## src/rtl/bmain_pkg.sv

```systemverilog
// bmain_pkg: shared state, command and beat definitions for bus_main and its masters
package bmain_pkg;
  localparam int ADDR_W = 27;
  localparam int DATA_W = 32;
  localparam int MASK_W = DATA_W / 8;
  localparam logic CMD_READ = 1'b1;
  localparam logic CMD_WRITE = 1'b0;
  typedef enum logic [1:0] {IDLE, CMD, WDATA, RDATA} state_t;
  typedef struct packed {
    logic cmd;
    logic [ADDR_W-1:0] addr;
  } bus_beat_t;
endpackage

```

## src/rtl/bmain_arb_rr_pick.sv

```systemverilog
// rr_pick: one-hot round-robin pick of the first requester strictly after last
module rr_pick #(
  parameter int N = 3
) (
  input  logic [N-1:0] req,
  input  logic [N-1:0] last,
  output logic [N-1:0] grant
);
  logic [N-1:0] above, req_hi;
  always_comb begin
    above = ~((last << 1) - N'(1));
    req_hi = req & above;
    grant = (|req_hi) ? (req_hi & (~req_hi + N'(1))) : (req & (~req + N'(1)));
  end
endmodule

```

## src/rtl/bmain_arb.sv

```systemverilog
// bmain_arb: round-robin master arbiter with one transaction in flight and a hang watchdog
module bmain_arb
  import bmain_pkg::*;
#(
  parameter int N_MASTERS = 3,
  parameter int TIMEOUT = 1024
) (
  input  logic                        clk_core,
  input  logic                        reset_n,
  input  logic [N_MASTERS-1:0]        m_cvalid,
  output logic [N_MASTERS-1:0]        m_cready,
  input  logic [N_MASTERS-1:0]        m_cmd,
  input  logic [N_MASTERS*ADDR_W-1:0] m_addr,
  input  logic [N_MASTERS-1:0]        m_wvalid,
  output logic [N_MASTERS-1:0]        m_wready,
  input  logic [N_MASTERS-1:0]        m_wlast,
  input  logic [N_MASTERS*DATA_W-1:0] m_wdata,
  input  logic [N_MASTERS*MASK_W-1:0] m_wmask,
  output logic [N_MASTERS-1:0]        m_rvalid,
  input  logic [N_MASTERS-1:0]        m_rready,
  output logic                        m_rlast,
  output logic [DATA_W-1:0]           m_rdata,
  output logic                        arb_cvalid,
  output logic                        arb_cmd,
  output logic [ADDR_W-1:0]           arb_addr,
  input  logic                        bmain_cready,
  output logic                        arb_wvalid,
  output logic                        arb_wlast,
  output logic [DATA_W-1:0]           arb_wdata,
  output logic [MASK_W-1:0]           arb_wmask,
  input  logic                        bmain_wready,
  input  logic                        bmain_rvalid,
  input  logic                        bmain_rlast,
  input  logic [DATA_W-1:0]           bmain_rdata,
  output logic                        arb_rready,
  output logic [N_MASTERS-1:0]        arb_grant,
  output logic                        arb_hang
);
  localparam logic [N_MASTERS-1:0] LAST_RST = {1'b1, {(N_MASTERS-1){1'b0}}};
  state_t state, state_nx;
  logic [N_MASTERS-1:0] grant, grant_nx, last_grant, last_nx, pick;
  logic [15:0] wd;
  logic hang_q, hang_now;
  bus_beat_t beat;
  logic g_cvalid, g_wvalid, g_wlast, g_rready;
  logic [DATA_W-1:0] g_wdata;
  logic [MASK_W-1:0] g_wmask;
  logic in_cmd, in_w, in_r;

  rr_pick #(.N(N_MASTERS)) u_pick (
    .req  (m_cvalid),
    .last (last_grant),
    .grant(pick)
  );

  always_comb begin
    beat = '0;
    g_cvalid = 1'b0;
    g_wvalid = 1'b0;
    g_wlast = 1'b0;
    g_rready = 1'b0;
    g_wdata = '0;
    g_wmask = '0;
    for (int i = 0; i < N_MASTERS; i++) begin
      if (grant[i]) begin
        beat.cmd = m_cmd[i];
        beat.addr = m_addr[i*ADDR_W +: ADDR_W];
        g_cvalid = m_cvalid[i];
        g_wvalid = m_wvalid[i];
        g_wlast = m_wlast[i];
        g_rready = m_rready[i];
        g_wdata = m_wdata[i*DATA_W +: DATA_W];
        g_wmask = m_wmask[i*MASK_W +: MASK_W];
      end
    end
  end

  always_comb begin
    in_cmd = state == CMD;
    in_w = state == WDATA;
    in_r = state == RDATA;
    arb_cvalid = in_cmd & g_cvalid;
    arb_cmd = beat.cmd;
    arb_addr = beat.addr;
    m_cready = (in_cmd & bmain_cready) ? grant : '0;
    arb_wvalid = in_w & g_wvalid;
    arb_wlast = g_wlast;
    arb_wdata = g_wdata;
    arb_wmask = g_wmask;
    m_wready = (in_w & bmain_wready) ? grant : '0;
    m_rvalid = (in_r & bmain_rvalid) ? grant : '0;
    arb_rready = in_r & g_rready;
    m_rlast = bmain_rlast;
    m_rdata = bmain_rdata;
    arb_grant = grant;
    hang_now = (state != IDLE) && (wd == 16'(TIMEOUT));
    arb_hang = hang_q | hang_now;
  end

  always_comb begin
    state_nx = state;
    grant_nx = grant;
    last_nx = last_grant;
    case (state)
      IDLE: if (|m_cvalid) begin
        state_nx = CMD;
        grant_nx = pick;
      end
      CMD: if (arb_cvalid && bmain_cready)
        state_nx = (beat.cmd == CMD_READ) ? RDATA : WDATA;
      WDATA: if (arb_wvalid && bmain_wready && g_wlast) begin
        state_nx = IDLE;
        grant_nx = '0;
        last_nx = grant;
      end
      RDATA: if (bmain_rvalid && arb_rready && bmain_rlast) begin
        state_nx = IDLE;
        grant_nx = '0;
        last_nx = grant;
      end
      default: state_nx = IDLE;
    endcase
  end

  // counter sits at 0 in IDLE, so it reads 0 on the first CMD cycle
  always_ff @(posedge clk_core) begin
    if (!reset_n) begin
      state <= IDLE;
      grant <= '0;
      last_grant <= LAST_RST;
      wd <= '0;
      hang_q <= 1'b0;
    end else begin
      state <= state_nx;
      grant <= grant_nx;
      last_grant <= last_nx;
      wd <= (state == IDLE) ? '0 : (&wd ? wd : wd + 16'd1);
      hang_q <= arb_hang;
    end
  end
endmodule

```

## config.mk

```make
export PLATFORM = sky130hd
export DESIGN_NAME = bmain_arb
export DESIGN_NICKNAME = d
export VERILOG_FILES = /design/src/rtl/bmain_pkg.sv /design/src/rtl/bmain_arb_rr_pick.sv /design/src/rtl/bmain_arb.sv
export SDC_FILE = /design/constraint.sdc
export NUM_CORES = 1
export LEC_CHECK = 0
export BUFFER_PORTS_ARGS = -buffer_cell sky130_fd_sc_hd__buf_2
export CAP_MARGIN = 20
export CELL_PAD_IN_SITES_DETAIL_PLACEMENT = 1
export CELL_PAD_IN_SITES_GLOBAL_PLACEMENT = 2
export CORE_MARGIN = 1.5
export CORE_UTILIZATION = 14
export CTS_BUF_LIST = sky130_fd_sc_hd__clkbuf_8
export CTS_CLUSTER_DIAMETER = 200
export DETAILED_ROUTE_END_ITERATION = 10
export GPL_TIMING_DRIVEN = 0
export PLACE_DENSITY_LB_ADDON = 0.08
export SYNTH_ARGS = -nofsm -noshare
export SYNTH_HDL_FRONTEND = slang
export SYNTH_SLANG_ARGS = --single-unit
```

## constraint.sdc

```tcl
create_clock -name clk_core -period 2.04 [get_ports clk_core]
set_input_delay 0.306 -clock clk_core [delete_from_list [all_inputs] [get_ports clk_core]]
set_output_delay 0.306 -clock clk_core [all_outputs]
set_load 0.03 [all_outputs]
```

==> metrics <==
Fin. Hold Viols=0; PortBufs=323; Reg2Reg Depth=7; global-route wire length before repair=28,680 um; Async SR Flop Fraction=0; Comb pwr share=0.768; Ports=356; total core area=20,300 sq um; DIE AREA=21,570 sq um; max_slew headroom=0.5026; crit end category=output port; fin cells=1,035; status=completed; skew final=0.004921 ns; LEAKAGE=2.682 nW; later-pin clock latency in the skew report=0.27 ns; Distinct cells, synth=53; PwrDens=806.3 nW/um^2; Clock H-tree levels=1; number of synthesized flops with an enable pin=0; gpl congestion=0.8994; crit share post-route=0.9626; CTS Root Buffer Type=clkbuf_8; Routed Antenna Nets=0; sequential area share after synthesis=0.1658; antenna violations before repair=9; placed cells=1,023; cell taking the most area after synthesis=dfxtp_1; Synth area leaders=dfxtp_1 (17%), a22oi_1 (17%), o21ai_0 (12%), nand2_1 (11%), buf_4 (8.8%); Fin Hold WS=0.3757 ns; Worst Tran Pin Value=0.7382 ns; CP Data Required Time=1.73 ns; post-synthesis cell area=2898 sq um; average vias per placed instance=4.435; CTS buffer count=3; reg2reg setup slack=0.20 ns; Final #Nets=1,003; Reg power frac=0.134; worst setup path class=reg -> out; Design Area, Final=5389 sq um; via count=4,590; highest clock rate=0.5092 GHz; vias in the first global route=4,826; setup violators final=0; yosys warns=0; 1st-iter DRT viols=115; final slew viol count=0; CTS max path bufs=2; clock-pin slew on the worst setup and hold paths=0.09 ns; CP Max Fanout=10; Tmin final=1.964 ns; Int Pwr=1.973 mW; Net Switching=2.372 mW; aggregate global routing overflow=0; Synth Net Count=674; share of the synthesized area in the top cell type=0.1658; drt wl/cell=19.19 um; DP Area=5055 sq um; Avg Inst Size Synth=6.739 sq um; worst min path class=in -> reg; startpoint types=register; switching power share of the total=0.5458; Yosys reg bits=24; FP Rows=52; Max-Cap Viols=0; share of post-route cells with drive strength above 1=0.6266; RSZ-0062 raised after global routing=yes; CTS tree=built; Area Growth Syn to Fin=85.97%; Most used DFF post-synth=dfxtp_1; hold path cells=3; FF-to-FF Start=arb_grant[0]; Syn Inst Count=430; Worst EP arrival=1.66 ns; post-DP HPWL=17,210 um; starting density of the core=0.1428; worst r2r dst=arb_grant[1]; most frequent cells in the layout=buf_2 (297), nand2_1 (82), a22oi_1 (62), o21ai_2 (55), buf_4 (54); DRC=0; Clock Power Share=0.099; final wirelength=19,870 um; commonest non-fill, non-tap cell in the layout=buf_2; die height=146.9 um; hold path start=m_cvalid[2]; clk sinks=24; Hold Path End=arb_grant[2]; first-pass detailed-route iteration total=4; die boundary width=146.9 um; gr usage total=0.1744; pin count of the biggest net entering global routing=15; maximum VDD drop=0.0003202 V
sequential cells by signal, summed over array words and instances (netlist names):
name,count
arb_grant,3
hang_q,1
wd,16
last_grant,2
state,2
cell usage after synthesis (3+ instances only):
cell type  number
or3_2           3
nor3_1          4
and2_1          4
a21oi_1         9
inv_1           4
and3_1         13
o21ai_0        71
nor2_1         10
clkbuf_1       28
buf_4          34
nand2_1        82
o211ai_1        4
nand4_1         4
xnor2_1         5
dfxtp_1        24
a22oi_1        64
nor2b_1         5
mux2i_1         7
nand2b_1        3
a31oi_1         5
buf_2           3
nand3_1         5
layout make-up:
cell class / instances / area (sq um)
sequential: 24 / 489.2
clock inverter: 1 / 30.03
multi-input combinational: 333 / 2222
timing repair buffer: 325 / 1703
antenna: 7 / 17.52
clock buffer: 3 / 41.29
fill: 2602 / 14910
buffer: 68 / 533.0
tap: 270 / 337.8
inverter: 4 / 15.01
stage by stage:
step | worst slack [ns] | total power, mW | setup TNS (ns) | utilization
after global routing | -0.02460 | 4.639 | -0.03545 | 0.2651
after global placement | -0.4437 | 3.722 | -20.23 | 0.2490
after detailed placement | -0.5456 | 3.747 | -27.14 | 0.2490
after CTS | -0.006418 | 4.339 | -0.01546 | 0.2611
final | 0.07631 | 4.345 | 0 | 0.2655
after floorplan | -0.05865 | 2.660 | -0.4320 | -
worst max-delay path, stage by stage (launching register included):
cell and delay, ns:
dfxtp_4 0.40, nor2b_4 0.16, buf_6 0.17, clkbuf_8 0.19, a22oi_1 0.11, o21ai_2 0.12
buf_2 0.23
layer usage:
metal  global-route usage  up-vias  part of all wire
met5                    0        -            0.0012
met4              0.03535        4             0.010
met3              0.04938       16             0.073
met2               0.3307      180              0.52
met1               0.1917     2165              0.39
li1                     -     2225                 -
repair_timing:
item,CTS,global route
resized for setup,69,44
endpoints found under the hold margin,0,0
setup endpoints to repair,73,57
setup buffers,2,0
hold buffers,0,0
pin swaps,2,0
cell families (layout without fill, tap and decap cells):
| logic type | Yosys count | in the layout | share of synthesized area |
|---|---|---|---|
| other | 0 | 7 | 0 |
| AOI/OAI and AO/OA | 166 | 166 | 0.3692 |
| xor gates and xnor gates | 6 | 6 | 0.01813 |
| and+or+nand+nor | 152 | 152 | 0.2690 |
| DFF | 24 | 24 | 0.1658 |
| buffers and inverters | 73 | 401 | 0.1451 |
| adders and majority gates | 2 | 2 | 0.008634 |
| muxes | 7 | 7 | 0.02418 |
worst max path at each step:
stage,from,depth (start not counted),to
after global routing,arb_grant[0],5,arb_rready
after CTS,arb_grant[1],6,arb_addr[1]
after floorplan,arb_grant[1],5,arb_addr[10]
after global placement,arb_grant[2],6,arb_addr[12]
after detailed placement,arb_grant[2],6,arb_addr[13]
final,arb_grant[0],6,arb_wdata[1]
power by group through the flow:
stage	registers [mW]	clock network, mW	logic [mW]
finish	0.581	0.428	3.34
global route	0.587	0.467	3.58
CTS	0.566	0.451	3.32
detailed placement	0.572	0	3.17
global placement	0.570	0	3.15
floorplan	0.579	0	2.08
(Power assumes the default switching activity.)
